===== config.mk =====
export PLATFORM = sky130hd
export DESIGN_NAME = qea_host_ctrl
export DESIGN_NICKNAME = d
export VERILOG_FILES = /design/src/rtl/qea_host_ctrl_pkg.sv /design/src/rtl/qea_skid_fifo.sv /design/src/rtl/qea_host_ctrl.sv
export SDC_FILE = /design/constraint.sdc
export NUM_CORES = 1
export LEC_CHECK = 0
export ABC_AREA = 0
export CORE_AREA = 8 8 379 381
export DETAILED_ROUTE_END_ITERATION = 6
export DIE_AREA = 0 0 387 389
export SYNTH_ARGS = -nofsm -noshare
export SYNTH_HDL_FRONTEND = slang
export SYNTH_HIERARCHICAL = 1
export SYNTH_SLANG_ARGS = --single-unit

===== constraint.sdc =====
create_clock -name clk -period 16.3 [get_ports clk]
set_input_delay 3.26 -clock clk [delete_from_list [all_inputs] [get_ports clk]]
set_output_delay 3.26 -clock clk [all_outputs]
set_load 0.05 [all_outputs]

===== src/rtl/qea_host_ctrl_pkg.sv =====
// Shared definitions for the QEA host controller: FSM encoding and
// fixed-point constants used when building the initial state vector.
package qea_host_ctrl_pkg;

  typedef enum logic [2:0] {
    ST_IDLE       = 3'd0,
    ST_LOAD_CTX   = 3'd1,
    ST_INIT_STATE = 3'd2,
    ST_START      = 3'd3,
    ST_WAIT       = 3'd4,
    ST_READ       = 3'd5,
    ST_DONE       = 3'd6
  } qea_state_e;

  // Amplitude 1.0 in Q2.30
  localparam logic signed [31:0] Q230_ONE = 32'sh4000_0000;

  // Smallest legal register: one state word holds four amplitudes
  localparam int unsigned MIN_QBIT = 2;

endpackage


===== src/rtl/qea_skid_fifo.sv =====
// Two-entry FIFO decoupling QEA state reads from the downstream result
// stream. The producer must never push while the FIFO is full.
module qea_skid_fifo #(
  parameter int W = 256
) (
  input  logic         clk,
  input  logic         rst,
  input  logic         push_i,
  input  logic [W-1:0] din_i,
  output logic         vld_o,
  input  logic         rdy_i,
  output logic [W-1:0] dout_o,
  output logic [1:0]   cnt_o
);

  logic [W-1:0] mem_q [2];
  logic         wr_ptr_q;
  logic         rd_ptr_q;
  logic [1:0]   cnt_q;
  logic         pop;

  assign pop = (cnt_q != 2'd0) && rdy_i;

  // Pointer and occupancy tracking; reset empties the FIFO
  always_ff @(posedge clk) begin
    if (rst) begin
      wr_ptr_q <= 1'b0;
      rd_ptr_q <= 1'b0;
      cnt_q    <= 2'd0;
    end else begin
      if (push_i) wr_ptr_q <= ~wr_ptr_q;
      if (pop)    rd_ptr_q <= ~rd_ptr_q;
      case ({push_i, pop})
        2'b10:   cnt_q <= cnt_q + 2'd1;
        2'b01:   cnt_q <= cnt_q - 2'd1;
        default: cnt_q <= cnt_q;
      endcase
    end
  end

  // Storage array, written on push only
  always_ff @(posedge clk) begin
    if (push_i) mem_q[wr_ptr_q] <= din_i;
  end

  assign vld_o  = (cnt_q != 2'd0);
  // Gate data with valid so stale words never appear after a flush
  assign dout_o = vld_o ? mem_q[rd_ptr_q] : '0;
  assign cnt_o  = cnt_q;

endmodule


===== src/rtl/qea_host_ctrl.sv =====
// Host-side job sequencer for the QEA: loads gate context, initialises the
// state vector to |0>, starts the accelerator, times it, then streams the
// resulting state vector out through a skid FIFO.
module qea_host_ctrl
  import qea_host_ctrl_pkg::*;
#(
  parameter int PE_NUM                  = 4,
  parameter int DATA_WIDTH              = 32,
  parameter int STATE_ADDR_WIDTH        = 16,
  parameter int GATE_CONTEXT_ADDR_WIDTH = 16,
  parameter int MAX_QBIT_WIDTH          = 6,
  parameter int CYC_WIDTH               = 32
) (
  input  logic                               clk,
  input  logic                               rst,
  input  logic                               i_run,
  input  logic [MAX_QBIT_WIDTH-1:0]          i_qbit_num,
  input  logic [GATE_CONTEXT_ADDR_WIDTH-1:0] i_ins_num,
  input  logic                               i_ctx_valid,
  output logic                               o_ctx_ready,
  input  logic [2*DATA_WIDTH-1:0]            i_ctx_data,
  output logic                               o_ctx_en,
  output logic                               o_ctx_wea,
  output logic [GATE_CONTEXT_ADDR_WIDTH-1:0] o_ctx_addr,
  output logic [2*DATA_WIDTH-1:0]            o_ctx_data,
  output logic                               o_state_ena,
  output logic                               o_state_wea,
  output logic [STATE_ADDR_WIDTH-1:0]        o_state_addra,
  output logic [PE_NUM*2*DATA_WIDTH-1:0]     o_state_dina,
  output logic                               o_start,
  input  logic                               i_complete,
  input  logic [PE_NUM*2*DATA_WIDTH-1:0]     i_state_dout,
  output logic                               o_rd_valid,
  input  logic                               i_rd_ready,
  output logic [PE_NUM*2*DATA_WIDTH-1:0]     o_rd_data,
  output logic                               o_busy,
  output logic                               o_done,
  output logic                               o_err,
  output logic [CYC_WIDTH-1:0]               o_cycles
);

  localparam int SW  = 2 * DATA_WIDTH;
  localparam int OW  = PE_NUM * SW;
  localparam int AW1 = STATE_ADDR_WIDTH + 1;

  localparam logic [MAX_QBIT_WIDTH-1:0] QBIT_LO = MAX_QBIT_WIDTH'(MIN_QBIT);
  localparam logic [MAX_QBIT_WIDTH-1:0] QBIT_HI = MAX_QBIT_WIDTH'(MIN_QBIT + STATE_ADDR_WIDTH);

  // |0> amplitude: real = 1.0, imag = 0, placed in the most-significant slot
  localparam logic signed [DATA_WIDTH-1:0] ONE_RE    = DATA_WIDTH'(Q230_ONE);
  localparam logic [SW-1:0]                ONE_AMP   = {ONE_RE, {DATA_WIDTH{1'b0}}};
  localparam logic [OW-1:0]                INIT_WORD = OW'(ONE_AMP) << ((PE_NUM - 1) * SW);

  function automatic logic [CYC_WIDTH-1:0] sat_inc(input logic [CYC_WIDTH-1:0] v);
    return (&v) ? v : v + CYC_WIDTH'(1);
  endfunction

  qea_state_e state_q, state_d;

  logic [MAX_QBIT_WIDTH-1:0]          qbit_q;
  logic [GATE_CONTEXT_ADDR_WIDTH-1:0] ins_q;
  logic [GATE_CONTEXT_ADDR_WIDTH-1:0] ctx_cnt_q;
  logic [GATE_CONTEXT_ADDR_WIDTH-1:0] ctx_addr_q;
  logic [SW-1:0]                      ctx_data_q;
  logic                               ctx_en_q;
  // One extra bit so D = 2**STATE_ADDR_WIDTH is representable
  logic [AW1-1:0]                     addr_cnt_q;
  logic [AW1-1:0]                     acc_cnt_q;
  logic [AW1-1:0]                     depth;
  logic [AW1-1:0]                     last_addr;
  logic [CYC_WIDTH-1:0]               cyc_q;
  logic                               err_q;
  logic                               rd_dv_q;

  logic run_take, qbit_ok, ctx_rdy, ctx_acc, init_wr, rd_iss, rd_pop;

  logic          fifo_vld;
  logic [OW-1:0] fifo_dout;
  logic [1:0]    fifo_cnt;

  assign qbit_ok   = (qbit_q >= QBIT_LO) && (qbit_q <= QBIT_HI);
  assign depth     = AW1'(1) << (qbit_q - QBIT_LO);
  assign last_addr = depth - AW1'(1);
  assign rd_pop    = fifo_vld && i_rd_ready;

  // State register
  always_ff @(posedge clk) begin
    if (rst) state_q <= ST_IDLE;
    else     state_q <= state_d;
  end

  // Next-state and per-state strobe decode
  always_comb begin
    state_d  = state_q;
    run_take = 1'b0;
    ctx_rdy  = 1'b0;
    ctx_acc  = 1'b0;
    init_wr  = 1'b0;
    rd_iss   = 1'b0;
    case (state_q)
      ST_IDLE, ST_DONE: begin
        if (i_run) begin
          run_take = 1'b1;
          state_d  = ST_LOAD_CTX;
        end
      end
      ST_LOAD_CTX: begin
        if (!qbit_ok) begin
          state_d = ST_DONE;
        end else if (ins_q == '0) begin
          state_d = ST_INIT_STATE;
        end else begin
          ctx_rdy = 1'b1;
          ctx_acc = i_ctx_valid;
          if (i_ctx_valid && (ctx_cnt_q == ins_q - 1'b1)) state_d = ST_INIT_STATE;
        end
      end
      ST_INIT_STATE: begin
        init_wr = 1'b1;
        if (addr_cnt_q == last_addr) state_d = ST_START;
      end
      ST_START: state_d = ST_WAIT;
      ST_WAIT: begin
        if (i_complete) state_d = ST_READ;
      end
      ST_READ: begin
        // A read is only issued if the FIFO can absorb it plus any read in flight
        rd_iss = (addr_cnt_q < depth) && ((fifo_cnt + {1'b0, rd_dv_q}) < 2'd2);
        if (rd_pop && (acc_cnt_q == last_addr)) state_d = ST_DONE;
      end
      default: state_d = ST_IDLE;
    endcase
  end

  // Job parameters captured on i_run
  always_ff @(posedge clk) begin
    if (run_take) begin
      qbit_q <= i_qbit_num;
      ins_q  <= i_ins_num;
    end
  end

  // Counters, status and registered context-write strobe
  always_ff @(posedge clk) begin
    if (rst) begin
      ctx_cnt_q  <= '0;
      ctx_addr_q <= '0;
      ctx_data_q <= '0;
      ctx_en_q   <= 1'b0;
      addr_cnt_q <= '0;
      acc_cnt_q  <= '0;
      cyc_q      <= '0;
      err_q      <= 1'b0;
      rd_dv_q    <= 1'b0;
    end else begin
      ctx_en_q <= ctx_acc;
      rd_dv_q  <= rd_iss;
      if (run_take) begin
        ctx_cnt_q  <= '0;
        addr_cnt_q <= '0;
        acc_cnt_q  <= '0;
        cyc_q      <= '0;
        err_q      <= 1'b0;
      end
      if ((state_q == ST_LOAD_CTX) && !qbit_ok) err_q <= 1'b1;
      if (ctx_acc) begin
        ctx_cnt_q  <= ctx_cnt_q + 1'b1;
        ctx_addr_q <= ctx_cnt_q;
        ctx_data_q <= i_ctx_data;
      end
      if (init_wr || rd_iss) addr_cnt_q <= addr_cnt_q + 1'b1;
      // The cycle counted as START is the reference point; every WAIT
      // cycle, including the one that sees i_complete, adds one.
      if (state_q == ST_START) begin
        addr_cnt_q <= '0;
        cyc_q      <= '0;
      end
      if (state_q == ST_WAIT) cyc_q <= sat_inc(cyc_q);
      if ((state_q == ST_READ) && rd_pop) acc_cnt_q <= acc_cnt_q + 1'b1;
    end
  end

  qea_skid_fifo #(
    .W (OW)
  ) u_skid (
    .clk    (clk),
    .rst    (rst),
    .push_i (rd_dv_q),
    .din_i  (i_state_dout),
    .vld_o  (fifo_vld),
    .rdy_i  (i_rd_ready),
    .dout_o (fifo_dout),
    .cnt_o  (fifo_cnt)
  );

  assign o_ctx_ready   = ctx_rdy;
  assign o_ctx_en      = ctx_en_q;
  assign o_ctx_wea     = ctx_en_q;
  assign o_ctx_addr    = ctx_addr_q;
  assign o_ctx_data    = ctx_data_q;
  assign o_state_ena   = init_wr | rd_iss;
  assign o_state_wea   = init_wr;
  assign o_state_addra = (init_wr | rd_iss) ? addr_cnt_q[STATE_ADDR_WIDTH-1:0] : '0;
  assign o_state_dina  = (init_wr && (addr_cnt_q == '0)) ? INIT_WORD : '0;
  assign o_start       = (state_q == ST_START);
  assign o_busy        = (state_q != ST_IDLE) && (state_q != ST_DONE);
  assign o_done        = (state_q == ST_DONE);
  assign o_err         = err_q;
  assign o_cycles      = cyc_q;
  assign o_rd_valid    = fifo_vld;
  assign o_rd_data     = fifo_dout;

endmodule


==> results.tsv, run 1 <==
stage	metric	value	unit
timing	hold_viol	0	
global_route	antenna_found_initial	61	
cells_and_area	multi_input_area	10300	sq um
logic_synthesis	netlist_instances	2628	
timing	worstMarginPinSlew	1.39	ns
floorplan	die-height	389	um
timing	fin_crit	10.28	ns
worst_setup_path	crit_path_start_kind	flip-flop	
power_and_ir_drop	finalPower	4.79	mW
power_and_ir_drop	p_leak	13.9	nW
routing	finalWirelength	110000	um
floorplan	floorplan.initialDensity	22.9	%
placement	dp_hpwl	83900	um
placement	port_buffers	742	
floorplan	core	138000	sq um
routing	drc	0	
logic_synthesis	yosys_register_bits	707	
global_route	grtUsageTotal	13.9	%
clock_tree	numCtsBuffers	84	
timing	slew_headroom	7.01	%
routing	via_per_inst	4.17	
worst_setup_path	r2r_slack	10.28	ns
logic_synthesis	seq_area_frac_synth	61.7	%
routing	ant_nets	0	
routing	post_drt_wl_per_cell	21.0	um
clock_tree	cts_resized	0	
timing	worst_slack	6.02	ns
cells_and_area	fillers	13900	
worst_setup_path	cp.arrival	7.02	ns
clock_tree	cts_tree	done	
worst_setup_path	slowest_stage	edfxtp_1	
floorplan	die_area	151000	sq um
floorplan	die_x	387	um
timing	clock.fmax	97.3	MHz
worst_setup_path	crit_chain	inv_1 > ha_1 > inv_1 > nor3_1 > nand2_1 > ha_1 > nor2b_1 > o21a_1 > o21a_1 > o21ai_0 > a21oi_1 > o311a_1 > or2_1 > inv_2 > and2_1 > clkdlybuf4s50_1	
worst_setup_path	r2r_start	qbit_q[1]	
timing	setup_viol	0	
min_path	min_from	o_ctx_data[57]	
cells_and_area	drive_above_1_share	5.54	%
floorplan	std_cell_rows	137	
logic_synthesis	ys.flop_type	edfxtp_1	
routing	first_pass_iters	5	
logic_synthesis	synth_area_leaders	edfxtp_1 (51%), dfxtp_1 (11%), mux2i_1 (8.4%), buf_4 (6.2%), nor2_1 (4.4%)	
logic_synthesis	yosysUniqueCellTypes	84	
worst_setup_path	crit_type	flip-flop to output pin	
floorplan	ios	998	
global_route	grt_max_degree	188	
timing	rsz0062_at_grt	no	
worst_setup_path	max_stage_delay	0.94	ns
global_route	grt_pass1_wl	157000	um
clock_tree	ctsLongestPathBuffers	3	
logic_synthesis	syn_area	31600	sq um
logic_synthesis	yosys.area.top_type	edfxtp_1	
clock_tree	clock_latency	0.68	ns
placement	pre_cts_slack	6.81	ns
min_path	hold_path.class	flip-flop to flip-flop	
logic_synthesis	yosys_warnings	6	
cells_and_area	seqCellArea	19500	sq um
timing	slew_violations	0	
clock_tree	h-tree-depth	3	
logic_synthesis	async_flop_share	0	%
clock_tree	cts_root_buf	clkbuf_16	
routing	drt-initial-drc-count	1309	
worst_setup_path	end_kind	output pin	
outcome	run_status	finished, final reports clean	
job	cap_violations	0	
power_and_ir_drop	ir_worst_vdd	0.0921	mV
power_and_ir_drop	power_density	112	nW/um^2
cells_and_area	nets	3719	
worst_setup_path	required	13.04	ns
timing	finalCritPeriodShare	63.1	%
logic_synthesis	synth_edf_count	534	
clock_tree	path_clk_slew	0.06	ns
cells_and_area	area_growth	34.8	%
timing	tns	0	ns
placement	gp_congestion	0.836	
clock_tree	cts.sinks	707	
worst_setup_path	critPathLaunch	qbit_q[1]	
global_route	gr-total-overflow	0	
clock_tree	hold_buffers	0	
timing	finalClockSkew	0.0485	ns
logic_synthesis	syn_avg_cell_area	12.0	sq um
logic_synthesis	synth_top_area_share	50.7	%
worst_setup_path	worst-path-max-fanout	26	
routing	vias	21900	
clock_tree	postCtsSetupRepairBufs	0	
global_route	grt_pass1_vias	22200	
placed cells by master (no fill, tap or decap), drive strengths merged, types with 21 or more instances in the layout:
cell type,netlist,routed
edfxtp,534,534
clkdlybuf4s50,0,741
xor2,36,36
dfxtp,173,173
clkbuf,65,113
nand2,234,234
mux2i,266,266
o21ai,32,32
and2,21,21
xnor2,32,32
clkinv,0,25
and3,27,27
nand3,58,58
conb,1,255
inv,34,41
ha,27,27
nor2,373,373
buf,326,26
nor3,30,30
diode,0,25
a21oi,135,135
per-layer routing:
layer | routed length (um) | vias up | track usage (%)
li1 | - | 10300 | -
met1 | 40900 | 10400 | 14.9
met2 | 53100 | 861 | 23.7
met3 | 13100 | 174 | 7.71
met4 | 2540 | 46 | 3.87
met5 | 294 | - | 0
area by class of cell:
type | count | share of cell area, %
tap | 1807 | 5.31
multi-input combinational | 1750 | 24.1
antenna | 25 | 0.147
clock buffer | 113 | 5.38
clock inverter | 42 | 1.03
inverter | 34 | 0.300
sequential | 707 | 45.8
timing repair buffer | 767 | 17.9
synthesized netlist by cell type, types with 29 or more instances:
cell / instances
xnor2_1: 32
mux2i_1: 266
nor3_1: 29
nor2_1: 372
nand2_1: 234
edfxtp_1: 534
nand3_1: 58
inv_1: 33
a21oi_1: 134
buf_2: 35
xor2_1: 36
dfxtp_1: 173
o21ai_0: 32
buf_4: 260
clkbuf_1: 65
path summary, 6_finish.rpt:
path                                          to  cells past startpoint
worst max-delay path            o_state_addra[3]                     16
worst min register to register    o_ctx_data[57]                      2
worst max register to register    addr_cnt_q[14]                     16
worst min-delay path              o_ctx_data[57]                      2
critical path: cells and delay by family, from the launching register on:
kind	cells	cell delay [ns]
AOI/OAI and AO/OA	5	0.89
adders and majority gates	2	1.02
DFF	1	0.94
and+or+nand+nor	5	1.68
buffers and inverters	4	1.82
through the flow:
step / hold WS (ns) / std cells / util, % / cell area, sq um
floorplan: 0.467 / 2882 / - / 32600
global placement: 0.441 / 5065 / 28.8 / 39800
detailed placement: 0.446 / 5065 / 28.8 / 39800
CTS: 0.454 / 5220 / 30.8 / 42500
global route: 0.474 / 5221 / 30.8 / 42500
finish: 0.450 / 5245 / 30.9 / 42600
logic make-up (layout without fill, tap and decap cells):
family,count (synthesis),count (layout),share of synthesized area [%]
adder cells (fa/ha/maj),27,27,1.07
XOR/XNOR,68,68,1.88
AND/OR/NAND/NOR,842,842,11.8
flip-flops,707,707,61.7
buffers and inverters,425,956,8.92
other,1,280,0.0119
multiplexers,276,276,8.79
AO/OA/AOI/OAI,282,282,5.81
power by group:
group / internal, mW / switching [mW] / total (mW)
registers: 1.99 / 0.0519 / 2.04
logic: 0.279 / 0.631 / 0.910
clock network: 1.05 / 0.788 / 1.84
state kept, by name, summed over array words and instances (netlist names), named ones only:
register	count
u_skid/wr_ptr_q	1
acc_cnt_q	17
o_ctx_addr	16
qbit_q	6
addr_cnt_q	17
o_cycles	32
state_q	3
ins_q	16
o_err	1
u_skid/rd_ptr_q	1
o_ctx_data	64
rd_dv_q	1
o_ctx_en	1
u_skid/mem_q	512
ctx_cnt_q	16
u_skid/cnt_o	2
Note: power is estimated with default switching activity, not from simulation.
==> inputs of run 2 (changes only) <==
Clock period 16.3 ns to 10.09 ns, I/O delays scaled along.
==> results.tsv, run 2 (synthesized netlist as in run 1, its figures left out) <==
stage	metric	value	unit
worst_setup_path	required	8.07	ns
floorplan	die_area	151000	sq um
global_route	gr-total-overflow	0	
worst_setup_path	worst-path-max-fanout	26	
worst_setup_path	slowest_stage	edfxtp_1	
timing	hold_viol	0	
global_route	grt_pass1_wl	161000	um
worst_setup_path	worst-path-buf-inv	4	
cells_and_area	regMostFlops	u_skid/mem_q	
clock_tree	clock_latency	0.71	ns
cells_and_area	most-common-layout-cells	clkdlybuf4s50_1 (741), edfxtp_1 (534), nor2_1 (370), mux2i_1 (266), conb_1 (255)	
placement	dp_hpwl	86200	um
clock_tree	cts_root_buf	clkbuf_16	
timing	finalClockSkew	0.0581	ns
worst_setup_path	cp.arrival	6.97	ns
cells_and_area	area_growth	35.2	%
clock_tree	numCtsBuffers	86	
floorplan	std_cell_rows	137	
clock_tree	hold_buffers	0	
timing	finalCritPeriodShare	89.1	%
worst_setup_path	crit_path_start_kind	flip-flop	
routing	post_drt_wl_per_cell	21.7	um
clock_tree	cts_resized	0	
worst_setup_path	crit_type	flip-flop to output pin	
cells_and_area	fillers	13900	
routing	vias	22100	
clock_tree	h-tree-depth	3	
timing	worstMarginPinSlew	1.12	ns
timing	clock.fmax	111	MHz
job	cap_violations	0	
routing	finalWirelength	114000	um
timing	slew_violations	0	
cells_and_area	largest_register_ffs	512	
global_route	grt_max_degree	120	
outcome	run_status	finished, final reports clean	
floorplan	ios	998	
timing	rsz0062_at_grt	no	
cells_and_area	final_common_cell	clkdlybuf4s50_1	
worst_setup_path	end_kind	output pin	
global_route	grt_pass1_vias	22200	
routing	ant_nets	0	
placement	port_buffers	742	
cells_and_area	fin_util	31.0	%
routing	drt-initial-drc-count	1168	
timing	slew_headroom	25.2	%
routing	first_pass_iters	5	
timing	setup_viol	0	
global_route	grtUsageTotal	14.4	%
floorplan	floorplan.initialDensity	22.9	%
floorplan	core	138000	sq um
power_and_ir_drop	power_density	183	nW/um^2
worst_setup_path	max_stage_delay	0.88	ns
clock_tree	cts_tree	done	
min_path	hold_path.class	flip-flop to flip-flop	
placement	gp_congestion	0.838	
worst_setup_path	crit_chain	inv_1 > ha_1 > inv_1 > nor3_1 > nand2_1 > ha_1 > nor2b_1 > o21a_1 > o21a_1 > o21ai_0 > a21oi_1 > o311a_1 > or2_1 > inv_2 > and2_1 > clkdlybuf4s50_1	
power_and_ir_drop	ir_worst_vdd	0.144	mV
timing	fin_crit	8.99	ns
floorplan	die-height	389	um
routing	via_per_inst	4.21	
cells_and_area	drive_above_1_share	5.88	%
global_route	antenna_found_initial	77	
floorplan	die_x	387	um
clock_tree	path_clk_slew	0.06	ns
clock_tree	cts.sinks	707	
power_and_ir_drop	p_leak	14.0	nW
clock_tree	ctsLongestPathBuffers	3	
timing	tns	0	ns
cells_and_area	nets	3724	
clock_tree	postCtsSetupRepairBufs	0	
worst_setup_path	path_delay_family	buffers and inverters	
routing	drc	0	
run 2: cell type report:
cell class                      count  area (sq um)  area share (%)
Timing Repair Buffer              770          7680            18.0
Tap cell                         1807          2260            5.29
Multi-Input combinational cell   1750         10300            24.0
Clock inverter                     54           549            1.29
Clock buffer                      104          2280            5.34
Antenna cell                       25          62.6           0.146
Sequential cell                   707         19500            45.6
Inverter                           34           128           0.299
run 2: worst paths after layout:
path | from | endpoint | slack (ns) | cells past startpoint
worst min-delay path | o_ctx_data[50] | o_ctx_data[50] | 0.45 | 2
worst max-delay path | qbit_q[1] | o_state_addra[3] | 1.10 | 16
worst min register to register | o_ctx_data[50] | o_ctx_data[50] | 0.45 | 2
worst max register to register | qbit_q[1] | addr_cnt_q[10] | 4.12 | 16
run 2: through the flow:
stage          power [mW]  instances  cell area [sq um]  worst slack, ns  hold WS, ns
6_report             7.84       5251              42700             1.10        0.452
5_1_grt              8.17       5226              42700            0.708        0.468
4_1_cts              7.98       5226              42700             1.13        0.453
3_5_place_dp         4.84       5068              39800             1.90        0.445
3_3_place_gp         4.83       5068              39800             1.96        0.441
2_1_floorplan        4.40       2882              32600             2.53        0.467
run 2: worst register-to-register path: stages (launching register included):
cell and delay (ns):
edfxtp_1 0.88, inv_1 0.24, ha_1 0.68, inv_1 0.37, nor3_1 0.70, nand2_1 0.20
ha_1 0.33, nor2b_1 0.13, o21a_1 0.17, o21a_1 0.16, o21ai_0 0.17, a21oi_1 0.11
o311a_1 0.35, or2_1 0.49, inv_2 0.35, nor2_1 0.20, a211o_1 0.33
run 2: power breakdown:
part / internal, mW / switching, mW
Sequential: 3.21 / 0.0800
Combinational: 0.457 / 1.03
Clock: 1.74 / 1.32
Total: 5.41 / 2.43
run 2: metal layers:
layer | track usage (%) | vias to the layer above | routed length, um
li1 | - | 10400 | -
met1 | 15.4 | 10600 | 41500
met2 | 24.6 | 908 | 55200
met3 | 7.94 | 193 | 14300
met4 | 3.70 | 72 | 2310
met5 | 0 | - | 448
